[src/rtl/pwm_pkg.sv]
// pwm_pkg: shared decoder state type and PWM link frame constants
package pwm_pkg;
  typedef enum logic [1:0] {IDLE, MEAS, STALL} pwm_dec_state_t;
  localparam int PWM_FRAME = 256;
  localparam int PWM_SPEED_OFS = 128;
endpackage

[src/rtl/pwm_sync.sv]
// pwm_sync: 2-flop synchronizer, optional glitch filter (PWM_DEC_FILTER_EN), rise detect
module pwm_sync #(
  parameter int FILT_LEN = 3
) (
  input  logic clk,
  input  logic rst,
  input  logic pwm_in,
  output logic level,
  output logic rise
);
  logic s1, s2, s3;
  if (FILT_LEN < 1) begin : g_bad
    $error("FILT_LEN must be at least 1");
  end
  always_ff @(posedge clk or negedge rst)
    if (!rst) {s1, s2, s3} <= '0;
    else {s1, s2, s3} <= {pwm_in, s1, level};
`ifdef PWM_DEC_FILTER_EN
  localparam int CW = $clog2(FILT_LEN + 1);
  logic [CW-1:0] cnt;
  logic filt;
  // level flips only once s2 has disagreed with it for FILT_LEN cycles in a row
  always_ff @(posedge clk or negedge rst)
    if (!rst) begin
      cnt  <= '0;
      filt <= 1'b0;
    end else if (s2 == filt) cnt <= '0;
    else if (cnt == CW'(FILT_LEN - 1)) begin
      filt <= s2;
      cnt  <= '0;
    end else cnt <= cnt + 1'b1;
  assign level = filt;
`else
  assign level = s2;
`endif
  assign rise = level & ~s3;
endmodule

[src/rtl/pwm_decoder.sv]
// pwm_decoder: measures PWM high time/period and recovers the 7-bit speed command
// Glitch filter on the sampled line is enabled with PWM_DEC_FILTER_EN.
module pwm_decoder import pwm_pkg::*; #(
  parameter int CNT_W     = 16,
  parameter int SPEED_OFS = PWM_SPEED_OFS,
  parameter int TIMEOUT   = 1024,
  parameter int FILT_LEN  = 3
) (
  input  logic             clk,
  input  logic             rst,
  input  logic             pwm_in,
  output logic [CNT_W-1:0] high_time,
  output logic [CNT_W-1:0] period,
  output logic [6:0]       speed,
  output logic             valid,
  output logic             update,
  output logic             stalled,
  output logic             level
);
  localparam logic [CNT_W-1:0] TMO  = CNT_W'(TIMEOUT);
  localparam logic [CNT_W-1:0] ONES = '1;
  pwm_dec_state_t state, state_d;
  logic rise, publish, stall_go;
  logic [CNT_W-1:0] per_cnt, hi_cnt, stall_val, pub_hi;
  logic signed [CNT_W:0] diff;
  logic [6:0] speed_d;
  if (TIMEOUT < 1 || TIMEOUT >= 2 ** CNT_W) begin : g_bad
    $error("TIMEOUT must fit in CNT_W bits");
  end
  pwm_sync #(.FILT_LEN(FILT_LEN)) u_sync (
    .clk    (clk),
    .rst    (rst),
    .pwm_in (pwm_in),
    .level  (level),
    .rise   (rise)
  );
  // a rise always wins over a simultaneous timeout
  always_comb begin
    publish   = rise && state == MEAS;
    stall_go  = !rise && state != STALL && per_cnt >= TMO;
    state_d   = rise ? MEAS : stall_go ? STALL : state;
    stall_val = level ? TMO : '0;
    pub_hi    = publish ? hi_cnt : stall_val;
    diff      = $signed({1'b0, pub_hi}) - $signed((CNT_W + 1)'(SPEED_OFS));
    speed_d   = diff[CNT_W] ? 7'd0 : diff[CNT_W-1:0] > CNT_W'(127) ? 7'd127 : diff[6:0];
  end
  always_ff @(posedge clk or negedge rst)
    if (!rst) state <= IDLE;
    else state <= state_d;
  always_ff @(posedge clk or negedge rst)
    if (!rst) begin
      per_cnt   <= '0;
      hi_cnt    <= '0;
      high_time <= '0;
      period    <= '0;
      speed     <= '0;
      valid     <= 1'b0;
      update    <= 1'b0;
      stalled   <= 1'b0;
    end else begin
      update <= publish;
      if (rise) begin
        per_cnt <= CNT_W'(1);
        hi_cnt  <= CNT_W'(1);
        stalled <= 1'b0;
      end else if (state != STALL) begin
        per_cnt <= per_cnt == ONES ? per_cnt : per_cnt + 1'b1;
        hi_cnt  <= level && hi_cnt != ONES ? hi_cnt + 1'b1 : hi_cnt;
      end
      // while stalled the outputs track the stuck line level
      if (publish || stall_go || (state == STALL && !rise)) begin
        high_time <= pub_hi;
        period    <= publish ? per_cnt : stall_val;
        speed     <= speed_d;
        valid     <= publish;
      end
      if (stall_go) stalled <= 1'b1;
    end
endmodule

[config.mk]
export PLATFORM = sky130hd
export DESIGN_NAME = pwm_decoder
export DESIGN_NICKNAME = d
export VERILOG_FILES = /design/src/rtl/pwm_pkg.sv /design/src/rtl/pwm_sync.sv /design/src/rtl/pwm_decoder.sv
export SDC_FILE = /design/constraint.sdc
export NUM_CORES = 1
export LEC_CHECK = 0
export CAP_MARGIN = 10
export CORE_ASPECT_RATIO = 0.8
export CORE_UTILIZATION = 30
export CTS_CLUSTER_SIZE = 20
export DETAILED_ROUTE_END_ITERATION = 8
export DONT_BUFFER_PORTS = 1
export GPL_TIMING_DRIVEN = 0
export PLACE_DENSITY = 0.5
export SKIP_LAST_GASP = 1
export SYNTH_ARGS = -nofsm -noshare
export SYNTH_HDL_FRONTEND = slang
export SYNTH_HIERARCHICAL = 1
export SYNTH_SLANG_ARGS = --single-unit
[constraint.sdc]
create_clock -name clk -period 2.2 [get_ports clk]
set_clock_uncertainty 0.05 [all_clocks]
set_input_delay 0.11 -clock clk [delete_from_list [all_inputs] [get_ports clk]]
set_output_delay 0.11 -clock clk [all_outputs]
set_load 0.005 [all_outputs]
==> impl_results.rst <==
.. list-table::
   :header-rows: 1

   * - Metric
     - Value
   * - EDFF count, synth
     - 0
   * - Switching power share of the total
     - 0.276
   * - Final #Nets
     - 448
   * - Power dissipated by switching net loads
     - 1.01 mW
   * - Htree depth
     - 3
   * - Number of distinct library cells after synthesis
     - 52
   * - Total length of routed wires
     - 10.4 mm
   * - Synthesized area divided by synthesized cell count
     - 9.46 µm²
   * - Standard-cell rows
     - 37
   * - Core occupancy in the finished layout
     - 0.363
   * - Detailed-placement wirelength estimate
     - 7.22 mm
   * - Input/output buffers
     - 0
   * - Critical Path RT
     - 2.34 ns
   * - Cell breakdown of the critical path
     - nor2b_4, buf_6, and4b_2, inv_2, ha_4, nor3b_2, nand4_1, buf_6, nor2_2, o31ai_1
   * - Leading cell type in the layout, fill and taps excluded
     - sky130_fd_sc_hd__dfrtp_1
   * - Via count of the first global-routing pass
     - 3166
   * - Power density over the cells
     - 781 nW/µm²
   * - Part of the cycle the worst path needs
     - 0.970
   * - Antenna violations before repair
     - 0
   * - CP Launch Type
     - register
   * - Peak clock frequency supported by timing
     - 469 MHz
   * - GRT Resource Usage Total
     - 0.164
   * - Ports
     - 46
   * - Layout-stage area growth over the synthesis result
     - 18.1%
   * - Cell family with the largest share of critical-path delay
     - simple AND/OR/NAND/NOR gates
   * - Final TNS setup
     - 0 ns
   * - Cell at the root of the clock tree
     - sky130_fd_sc_hd__clkbuf_16
   * - Total nets after synthesis
     - 425
   * - Reg-to-reg slack, setup
     - 0.07 ns
   * - Shortest period the worst path allows
     - 2.13 ns
   * - Clock transition at the registers of the reported paths
     - 0.06 ns
   * - Slew of the pin with the lowest slew margin
     - 0.646 ns
   * - Most used cell along the critical path
     - sky130_fd_sc_hd__buf_6
   * - CTS sink cnt
     - 79
   * - DRC violation count after routing
     - 0
   * - Setup Crit Path Kind
     - reg -> reg
   * - Peak fanout along the critical path
     - 7
   * - Starting utilization of the core area
     - 0.307
   * - Later-pin clock latency in the skew report
     - 0.34 ns
   * - Delay of the slowest cell on the worst path
     - 0.47 ns
   * - Number of iterations in the first detailed-routing pass
     - 5
   * - Fraction of final layout cells sized beyond drive strength 1
     - 0.180
   * - Residual antenna-violating net count after detailed routing
     - 0
   * - Critical Path Slowest Stage Cell
     - sky130_fd_sc_hd__dfrtp_2
   * - Logic pwr share
     - 0.117
   * - Area enclosed by the die boundary
     - 13700 µm²
   * - Buffers from clock root to sink, at most
     - 2
   * - Endpoint kind of the worst setup timing path
     - register
   * - Height of the die
     - 105 µm
   * - Vias/cell
     - 5.16
   * - Iteration-0 DRC Markers
     - 160
   * - Total of warnings raised by yosys
     - 6
   * - CTS tree
     - done
   * - Primary flip-flop cell chosen by synthesis mapping
     - sky130_fd_sc_hd__dfrtp_1
   * - Hold/Removal Path Class
     - in -> async
   * - Die width
     - 130 µm
   * - Hold Vio Cnt, Final
     - 0
   * - RSZ-0062 raised after global routing
     - yes
   * - Part of the Yosys area used for sequential elements
     - 0.500
   * - Worst IR Drop VDD
     - 0.413 mV
   * - Total of endpoints with negative setup slack in the final report
     - 0
   * - Register share of total power
     - 0.472
   * - Share of flip-flops with an asynchronous set or reset after synthesis
     - 1.00
   * - Core Box Area
     - 12900 µm²
   * - Synthesized instance count
     - 418
   * - Average wire length per cell after detail routing
     - 16.8 µm
   * - Sum of overflow across all layers after global routing
     - 0
   * - Internal power consumption
     - 2.64 mW
   * - Standby leakage power
     - 2.21 nW
   * - Arrival time worst endpoint
     - 2.28 ns
   * - Slew Limit Fails
     - 0
   * - Clk network pwr share
     - 0.411
   * - Register bit total from synthesis
     - 79
   * - Outcome
     - finished, final reports clean
   * - Antenna diode count
     - 0
   * - Largest net degree at the start of global routing
     - 80
   * - # Max-Cap Violations
     - 0
   * - Slew headroom
     - 0.569
   * - Critical path buffer and inverter count
     - 3
   * - Placer's final routability congestion estimate
     - 0.829
   * - Most frequent cells in the layout
     - 78 x sky130_fd_sc_hd__dfrtp_1, 72 x sky130_fd_sc_hd__nand2_1, 49 x sky130_fd_sc_hd__nand3_1
   * - TritonCTS Buffers
     - 9
   * - First-pass GRT wire length
     - 17.1 mm
   * - Via count
     - 3197
   * - Total standard cell area after synthesis
     - 3960 µm²
-- routing by layer --
metal,track usage,wire length (µm),vias up,share of wire
met5,0,0,-,0
met2,0.241,4630,82,0.44
met3,0.0451,556,13,0.053
li1,-,-,1515,-
met1,0.230,5090,1587,0.49
met4,0.0583,153,0,0.015
-- power by group through the flow --
stage,Sequential [mW],Combinational (mW),Clock [mW]
after global placement,1.74,0.354,0
final,1.72,0.427,1.50
after floorplan,1.70,0.281,0
after detailed placement,1.75,0.367,0
after CTS,1.72,0.420,1.55
after global routing,1.75,0.488,1.61
-- synthesized netlist by cell type (all sizes together) (6+ instances only) --
library cell,n,area share
o31ai,11,0.021
clkbuf,9,0.0092
a21oi,16,0.020
nor2b,20,0.034
a211oi,9,0.017
nand2,73,0.069
nand3,50,0.065
nand4,10,0.024
mux2,18,0.051
nor4,6,0.015
inv,7,0.0066
nor2,37,0.035
buf,17,0.021
dfrtp,79,0.50
or4,6,0.011
o21ai,9,0.011
-- registers in the layout, summed over array words and instances, names as in the netlist --
signal        cells
high_time        16
speed             7
state             2
update            1
valid             1
u_sync/level      1
period           16
hi_cnt           16
u_sync/s3         1
per_cnt          16
stalled           1
u_sync/s1         1
-- final cells by class --
| class | instances | area, µm² |
|---|---|---|
| Fill cell | 1342 | 8200 |
| Buffer | 25 | 129 |
| Clock inverter | 5 | 58.8 |
| Clock buffer | 10 | 239 |
| Sequential cell | 79 | 1980 |
| Multi-Input combinational cell | 305 | 1870 |
| Timing Repair Buffer | 13 | 141 |
| Inverter | 8 | 33.8 |
| Tap cell | 175 | 219 |
-- final timing paths --
check,from,endpoint,depth (start not counted)
min,rst,per_cnt[6],2
max in group asynchronous,rst,u_sync/level,2
max,u_sync/level,speed[4],10
min reg2reg,u_sync/s1,u_sync/level,0
max reg2reg,u_sync/level,speed[4],10
min in group clk,pwm_in,u_sync/s1,1
-- what timing repair did --
action | in CTS | in global routing
buffers inserted | 5 | 5
endpoints found under the setup margin | 17 | 18
hold buffers | 3 | 0
resized for setup | 11 | 13
hold endpoints to repair | 80 | 0
pin swaps | 2 | 2
-- stage by stage --
stage	setup WS (ns)	total power, mW	cells	hold WS [ns]	cell area [µm²]
4_1_cts	0.00555	3.68	616	0.263	4600
2_1_floorplan	0.00756	1.98	418	-0.236	3960
3_5_place_dp	-0.526	2.11	593	-0.230	4180
5_1_grt	-0.101	3.85	620	0.291	4670
3_3_place_gp	-0.515	2.09	593	-0.231	4180
6_report	0.0661	3.65	620	0.261	4670
-- logic make-up (layout without fill, tap and decap cells) --
kind of cell	Yosys count	after routing	synth area share
fa+ha+maj	4	4	0.0127
buf+inv	34	61	0.0376
simple gates	223	223	0.294
flops	79	79	0.500
mux	22	22	0.0614
xor+xnor	1	1	0.00221
compound gates	55	55	0.0923
Note: power is estimated with default switching activity, not from simulation.
